**src/rtl/ham_encoder_tx.sv**
```systemverilog
// Purpose: Hamming(7,4) encoder feeding a codeword FIFO and a bit-serial framer (SOF/EOF marked).
// Latency: nibble accepted on edge k -> first bit (tx_sof) presented after edge k+1 from an idle system.
// Backpressure: din_ready drops when the FIFO is full; tx_ready=0 freezes all tx_* outputs.
//
// Ports:
//   clk, rst             clock, asynchronous active-high reset
//   din/din_valid/din_ready   4-bit nibble in (din[0]=d1 .. din[3]=d4), valid/ready handshake
//   tx_bit/tx_valid/tx_ready  serial codeword bit out, valid/ready handshake
//   tx_sof, tx_eof       first / last bit of the codeword currently presented
//   fifo_level           codewords queued (the one in the shifter is not counted)
//   inj_en, inj_pos      only with HAM_ERR_INJECT_EN: flip codeword position inj_pos (1..7) on accept
//
// Optional feature macro: HAM_ERR_INJECT_EN (adds inj_en/inj_pos error injection ports).
// Codeword layout: code[i-1] is position i; positions 1..7 = p1 p2 d1 p4 d2 d3 d4.

module ham_encoder_tx #(
  parameter int FIFO_DEPTH = 4,
  parameter int BIT_ORDER  = 0
) (
  input  logic                          clk,
  input  logic                          rst,
  input  logic [3:0]                    din,
  input  logic                          din_valid,
  output logic                          din_ready,
  output logic                          tx_bit,
  output logic                          tx_valid,
  input  logic                          tx_ready,
  output logic                          tx_sof,
  output logic                          tx_eof,
  output logic [$clog2(FIFO_DEPTH):0]   fifo_level
`ifdef HAM_ERR_INJECT_EN
  ,
  input  logic                          inj_en,
  input  logic [2:0]                    inj_pos
`endif
);

  localparam int AW = $clog2(FIFO_DEPTH);
  localparam int LW = AW + 1;

  typedef enum logic {IDLE, SHIFT} state_t;

  // ---------------------------------------------------------------------------
  // Encoder (combinational on din)
  // ---------------------------------------------------------------------------
  logic [6:0] enc_code;
  logic [6:0] wr_code;

  always_comb begin
    enc_code    = '0;
    enc_code[0] = din[0] ^ din[1] ^ din[3];  // p1
    enc_code[1] = din[0] ^ din[2] ^ din[3];  // p2
    enc_code[2] = din[0];                    // d1
    enc_code[3] = din[1] ^ din[2] ^ din[3];  // p4
    enc_code[4] = din[1];                    // d2
    enc_code[5] = din[2];                    // d3
    enc_code[6] = din[3];                    // d4
  end

`ifdef HAM_ERR_INJECT_EN
  logic [6:0] inj_mask;

  // inj_pos=0 means "no error"; positions 1..7 map to codeword bits 0..6.
  always_comb begin
    inj_mask = '0;
    if (inj_en && (inj_pos != 3'd0)) begin
      inj_mask = 7'd1 << (inj_pos - 3'd1);
    end
  end

  assign wr_code = enc_code ^ inj_mask;
`else
  assign wr_code = enc_code;
`endif

  // ---------------------------------------------------------------------------
  // Codeword FIFO
  // ---------------------------------------------------------------------------
  logic [6:0]    mem [FIFO_DEPTH];
  logic [AW-1:0] wr_ptr;
  logic [AW-1:0] rd_ptr;
  logic [LW-1:0] level_q;
  logic          full;
  logic          empty;
  logic          push;
  logic          pop;

  assign full       = (level_q == LW'(FIFO_DEPTH));
  assign empty      = (level_q == '0);
  // No pass-through: a full FIFO refuses input even if the shifter pops this cycle.
  assign din_ready  = !full && !rst;
  assign push       = din_valid && din_ready;
  assign fifo_level = level_q;

  always_ff @(posedge clk) begin
    if (push) begin
      mem[wr_ptr] <= wr_code;
    end
  end

  // Depth is a power of two, so the pointers wrap naturally.
  always_ff @(posedge clk or posedge rst) begin
    if (rst) begin
      wr_ptr  <= '0;
      rd_ptr  <= '0;
      level_q <= '0;
    end else begin
      if (push) wr_ptr <= wr_ptr + 1'b1;
      if (pop)  rd_ptr <= rd_ptr + 1'b1;
      case ({push, pop})
        2'b10:   level_q <= level_q + 1'b1;
        2'b01:   level_q <= level_q - 1'b1;
        default: level_q <= level_q;
      endcase
    end
  end

  // ---------------------------------------------------------------------------
  // Serializer FSM
  // ---------------------------------------------------------------------------
  state_t     state_q;
  state_t     state_d;
  logic [6:0] shreg;
  logic [2:0] bit_cnt;
  logic       adv;
  logic [2:0] bit_idx;

  assign bit_idx = (BIT_ORDER == 0) ? bit_cnt : (3'd6 - bit_cnt);

  always_ff @(posedge clk or posedge rst) begin
    if (rst) begin
      state_q <= IDLE;
    end else begin
      state_q <= state_d;
    end
  end

  always_comb begin
    state_d  = state_q;
    pop      = 1'b0;
    adv      = 1'b0;
    tx_valid = 1'b0;
    tx_bit   = 1'b0;
    tx_sof   = 1'b0;
    tx_eof   = 1'b0;
    case (state_q)
      IDLE: begin
        if (!empty) begin
          pop     = 1'b1;
          state_d = SHIFT;
        end
      end
      SHIFT: begin
        tx_valid = 1'b1;
        tx_bit   = shreg[bit_idx];
        tx_sof   = (bit_cnt == 3'd0);
        tx_eof   = (bit_cnt == 3'd6);
        if (tx_ready) begin
          if (bit_cnt != 3'd6) begin
            adv = 1'b1;
          end else if (!empty) begin
            // Reload on the last bit so consecutive frames have no gap.
            pop = 1'b1;
          end else begin
            state_d = IDLE;
          end
        end
      end
      default: state_d = IDLE;
    endcase
  end

  always_ff @(posedge clk or posedge rst) begin
    if (rst) begin
      shreg   <= '0;
      bit_cnt <= '0;
    end else if (pop) begin
      shreg   <= mem[rd_ptr];
      bit_cnt <= '0;
    end else if (adv) begin
      bit_cnt <= bit_cnt + 3'd1;
    end
  end

endmodule

```
**config.mk**
```make
export PLATFORM = sky130hd
export DESIGN_NAME = ham_encoder_tx
export DESIGN_NICKNAME = d
export VERILOG_FILES = /design/src/rtl/ham_encoder_tx.sv
export SDC_FILE = /design/constraint.sdc
export NUM_CORES = 1
export LEC_CHECK = 0
export ABC_AREA = 0
export CORE_ASPECT_RATIO = 0.7
export CORE_MARGIN = 1
export CORE_UTILIZATION = 49
export DETAILED_ROUTE_END_ITERATION = 10
export PLACE_DENSITY = 0.79
export SLEW_MARGIN = 20
export SYNTH_ARGS = -nofsm -noshare
export SYNTH_HDL_FRONTEND = slang
export SYNTH_SLANG_ARGS = --single-unit
```
**constraint.sdc**
```tcl
create_clock -name clk -period 2.2 [get_ports clk]
set_input_delay 0.22 -clock clk [delete_from_list [all_inputs] [get_ports clk]]
set_output_delay 0.22 -clock clk [all_outputs]
set_load 0.1 [all_outputs]
```
# --- Yosys cells after proc, flatten, opt, wreduce, memory -nomap -nowiden ---
# Memory sizes are Yosys's and may differ from the RTL's. A register that Yosys moved wholly into a read port is not among the register bits.
# Cells that the tools add are included.
totals:
  register_bits: 11
  latch_bits: 0
  ram_bits: 28
  rom_bits: 0
  out_inout_bits: 8
  word_cells: 53
  mem_count: 1
op_classes:
  addsub: 5
  n_mul: 0
  div: 0
  n_lt_le_gt_ge: 1
  eq_ne: 5
  shift: 0
  muxes: 21
  n_bitwise: 7
  n_reduce_logical: 8
memory_table:
  columns: ["name", "depth", "width", "read_ports", "rd_clocked_by_memory_dff", "wr", "line_no", "rtl"]
  rows:
  - ["mem", 4, 7, 1, 1, 1, "79", "logic [6:0] mem [FIFO_DEPTH];"]
ops:
  columns: ["op", "count"]
  rows:
  - ["$mux W1", 15]
  - ["$add A3 B1 Y3 const B", 2]
  - ["$eq A3 B3 Y1 const B", 2]
  - ["$logic_not A3 Y1", 2]
  - ["$mux W3", 2]
  - ["$pmux W3 S2", 1]
  - ["$xor A1 B1 Y1", 6]
  - ["$add A2 B1 Y2 const B", 2]
  - ["$lt A3 B4 Y1 const B", 1]
  - ["$pmux W1 S2", 2]
  - ["$reduce_bool A2 Y1", 2]
  - ["$bmux W1 S3", 1]
  - ["$ne A3 B3 Y1 const B", 1]
  - ["$sub A3 B1 Y3 const B", 1]
  - ["$eq A2 B1 Y1 const B", 1]
  - ["$eq A2 B2 Y1 const B", 1]
  - ["$logic_and A1 B1 Y1", 2]
  - ["$logic_not A1 Y1", 2]
  - ["$not A1 Y1", 1]

# --- Depth between registers and ports, before layout ---
depth:
  depth_word: 7
  mapped_depth: 10
  depth_no_buf: 9

# --- Least setup slack after synthesis ---
# OpenSTA, ideal clock, no wires.
synth_path:
  path_type: "reg-to-output"
  startpoint: "register state_q"
  endpoint: "output port tx_bit"
  arrival_time_ns: 2.900
  required_time_ns: 1.980
  path_slack_ns: -0.920
  path_stages_with_launch: 4
  n_path_buf: 1
  path_cell_list: "dfrtp_1 clkbuf_1 o21ai_0 a21oi_1"
synth_between:
  elab_chain_cells: 1
synth_lines:
  columns: ["element", "line_no", "rtl"]
  rows:
  - ["from (decl)", "121", "state_t state_q;"]
  - ["from (signal assigned)", "134", "state_q <= state_d;"]
  - ["$mux W1", "146", "case (state_q)"]
  - ["to (decl)", "25", "output logic tx_bit,"]
# Every way passes these cells.

# --- Final worst setup path ---
layout_path:
  startpoint: "register bit_cnt[1]"
  endpoint: "register level_q[1], in the netlist fifo_level[1]"
layout_between:
  elab_chain_cells: 6
  elab_cells_between_ends: 8
layout_lines:
  columns: ["element", "line_no", "rtl"]
  rows:
  - ["from (decl)", "124", "logic [2:0] bit_cnt;"]
  - ["from (signal assigned)", "181", "bit_cnt <= bit_cnt + 3'd1;"]
  - ["$ne A3 B3 Y1 (*)", "159", "if (bit_cnt != 3'd6) begin"]
  - ["$mux W1 (*)", "159", null]
  - ["$mux W1 (*)", "158", "if (tx_ready) begin"]
  - ["$pmux W1 S2 (*)", "146", null]
  - ["named net pop", "86", "logic pop;"]
  - ["$eq A2 B1 Y1 / $eq A2 B2 Y1 (equally long branches)", "110", "case ({push, pop})"]
  - ["$pmux W3 S2 / $reduce_bool A2 Y1 (equally long branches)", null, null]
  - ["to (signal assigned)", "111", "2'b10: level_q <= level_q + 1'b1;"]
  - ["to (signal assigned)", "112", "2'b01: level_q <= level_q - 1'b1;"]
  - ["to (signal assigned)", "113", "default: level_q <= level_q;"]
  - ["to (decl)", "82", "logic [LW-1:0] level_q;"]
# Mark *: on every way through the listed nets, which the timed path passes. The rest lies on a longest branch.
# A chain may end at the register's enable or synchronous reset.

==> metrics.cfg <==
[sta]
finalSetupViolCount=0
tightest_slew_ns=0.720
setup_tns_ns=0
slew_viol_final=0
hold_viol=0
max-slew-margin-rel_pct=52.0
timing.final.crit_share_pct=93.4
rsz0062_at_grt=false
clock_skew_ns=0.00290
hold_slack_ns=0.473
max_freq_mhz=487
min_period_ns=2.05

[cells_and_area]
diodes=0
nets=168
areaGrowthSynthToFinish_pct=16.3
drive_gt1_share_pct=34.2

[critical_path]
critPathKind=register to register
worstPathRequired_ns=2.38
end_kind=register
crit_arrival_ns=2.24
worstSetupStartpointType=register
critPathMaxFanout=7

[clock_network]
root_buffer=clkbuf_8
cts.path.max_buffers=2
cts_resized=0
insertion_delay_ns=0.29
clkSinkCount=46
postCtsSetupBuffers=0
htreeDepth=2
numCtsBuffers=5
cts_hold_buf=0
tritoncts=yes
clk_pin_slew_ns=0.08

[synthesis]
ys_ff_latch=46
synth_enable_flop_cells=28
syn_area_per_cell_um2=16.3
yosys_most_used_dff=edfxtp_1
syn_inst=130
synth_common_cells=edfxtp_1 (28), dfrtp_1 (18), mux2_2 (9), xnor2_1 (9)
synth_top_area_share_pct=39.6
syn-cell-area_um2=2120
synthArstFlopShare_pct=39.1
synth_nets=147
synthTopCellsByArea=edfxtp_1 (40%), dfrtp_1 (21%), mux4_2 (8.5%)
synth_cell_type_count=36
yosysSeqAreaShare_pct=60.8
yosysWarnings=0
yosysTopAreaCell=edfxtp_1
synth.most_common_cell=edfxtp_1

[worst_hold_path]
min_path_type=input pin to asynchronous set/reset pin

[power_and_ir_drop]
vdd_drop_max_mv=0.864
p_per_area_nw_per_um2=1400
leakagePower_nw=0.925

[global_route]
antenna_found_initial=0
gr-total-overflow=0
first_global_vias=1135
grt_usage_pct=17.3
grt_pass1_wl_mm=5.58
grt_max_degree=19

[place]
dpl.hpwl_mm=2.51
numPortBuffers=15
place.gp.congestion=0.707

[outcome]
status=finished, final reports clean

[floorplanning]
core_um2=4040
die_y_um=57.1
ios=16
chipWidth_um=80.7
rows=19
start_util_pct=52.5
dieArea_um2=4600

[drt]
dr.pass1.iters=4
wl_mm=3.47
post-route-drc-count=0
via_per_inst=5.41
vias=1103
ant_nets=0
wire_per_inst_um=17.0
drt-initial-drc-count=63

[flow_run]
cap_viol_max_count=0

-- metal layers --
| layer | part of all wire, % | up-vias | global-route usage (%) | wire length, um |
|---|---|---|---|---|
| li1 | - | 515 | - | - |
| met3 | 4.0 | 2 | 5.76 | 139 |
| met4 | 0.29 | 0 | 3.83 | 10 |
| met1 | 45 | 564 | 22.5 | 1560 |
| met5 | 0 | - | 0 | 0 |
| met2 | 51 | 22 | 28.5 | 1760 |
-- cell families (layout without fill, tap and decap cells) --
logic type               Yosys count  in the layout  synth area share (%)
multiplexers                      19             19                  14.4
AND/OR/NAND/NOR                   17             17                  5.60
AO/OA/AOI/OAI                     15             15                  6.07
buffers and inverters             13             35                  2.89
XOR/XNOR                          11             11                  4.54
flip-flops                        46             46                  60.8
adder cells (fa/ha/maj)            9              9                  5.66
-- area by class of cell --
type,count,area [um2]
fillers,316,1570
flip-flops and latches,46,1300
multi-input cells,71,786
repair buffers,19,198
clock buffers,6,72.6
well taps,52,65.1
inverters,8,30.0
clock inverters,2,13.8
-- worst max-delay path, stage by stage (launching register included) --
cell and delay (ns):
dfrtp_1 0.48, ha_2 0.31, nand3_4 0.11, a21oi_4 0.15
ha_2 0.22, fa_1 0.41, mux2_2 0.27
-- layout by cell type, fill, tap and decap left out, types with 2 or more instances in the layout --
cell type | synthesis | layout
ha_1 | 8 | 6
mux4_2 | 8 | 8
xor2_1 | 2 | 2
and2_1 | 5 | 5
edfxtp_1 | 28 | 28
dfrtp_1 | 18 | 14
ha_2 | 0 | 2
inv_1 | 8 | 8
xnor2_1 | 9 | 9
mux2_2 | 9 | 9
buf_4 | 1 | 9
buf_12 | 0 | 3
clkdlybuf4s50_1 | 0 | 7
clkbuf_8 | 0 | 5
a22o_1 | 3 | 3
dfrtp_4 | 0 | 3
o21ai_0 | 2 | 2
a21oi_2 | 0 | 2
nand2_1 | 3 | 3
-- through the flow --
step | total power [mW] | util [%] | cells | cell area [um2] | worst slack (ns)
finish | 3.45 | 61.1 | 204 | 2470 | 0.146
detailed placement | 2.99 | 58.9 | 196 | 2380 | 0.0666
global route | 3.63 | 61.1 | 204 | 2470 | 0.0345
CTS | 3.48 | 61.1 | 204 | 2470 | 0.143
floorplan | 2.57 | - | 130 | 2150 | 0.00113
global placement | 2.90 | 58.9 | 196 | 2380 | 0.110
-- state kept, by name, summed over array words and instances, names as in the netlist --
| name | count |
|---|---|
| bit_cnt | 3 |
| fifo_level | 3 |
| mem | 28 |
| rd_ptr | 2 |
| shreg | 7 |
| state_q | 1 |
| wr_ptr | 2 |
-- power breakdown --
group	total [mW]	switching [mW]	internal, mW	leakage (nW)
logic	1.56	0.911	0.647	0.415
registers	1.39	0.238	1.15	0.464
clock network	0.498	0.274	0.224	0.0452
total	3.45	1.42	2.03	0.925
-- final timing paths --
kind / startpoint / end / slack, ns / depth (start not counted)
worst max-delay path: bit_cnt[1]$_DFFE_PP0P_ / fifo_level[1]$_DFFE_PP0P_ / 0.15 / 6
worst min-delay path: rst / fifo_level[1]$_DFFE_PP0P_ / 0.47 / 2
worst max register to register: bit_cnt[1]$_DFFE_PP0P_ / fifo_level[1]$_DFFE_PP0P_ / 0.15 / 6
worst min register to register: shreg[3]$_DFFE_PP0P_ / shreg[3]$_DFFE_PP0P_ / 0.52 / 1
max in group asynchronous: rst / state_q$_DFF_PP0_ / 1.20 / 2
min in group clk: shreg[3]$_DFFE_PP0P_ / shreg[3]$_DFFE_PP0P_ / 0.52 / 1
Note: power is estimated with default switching activity, not from simulation.
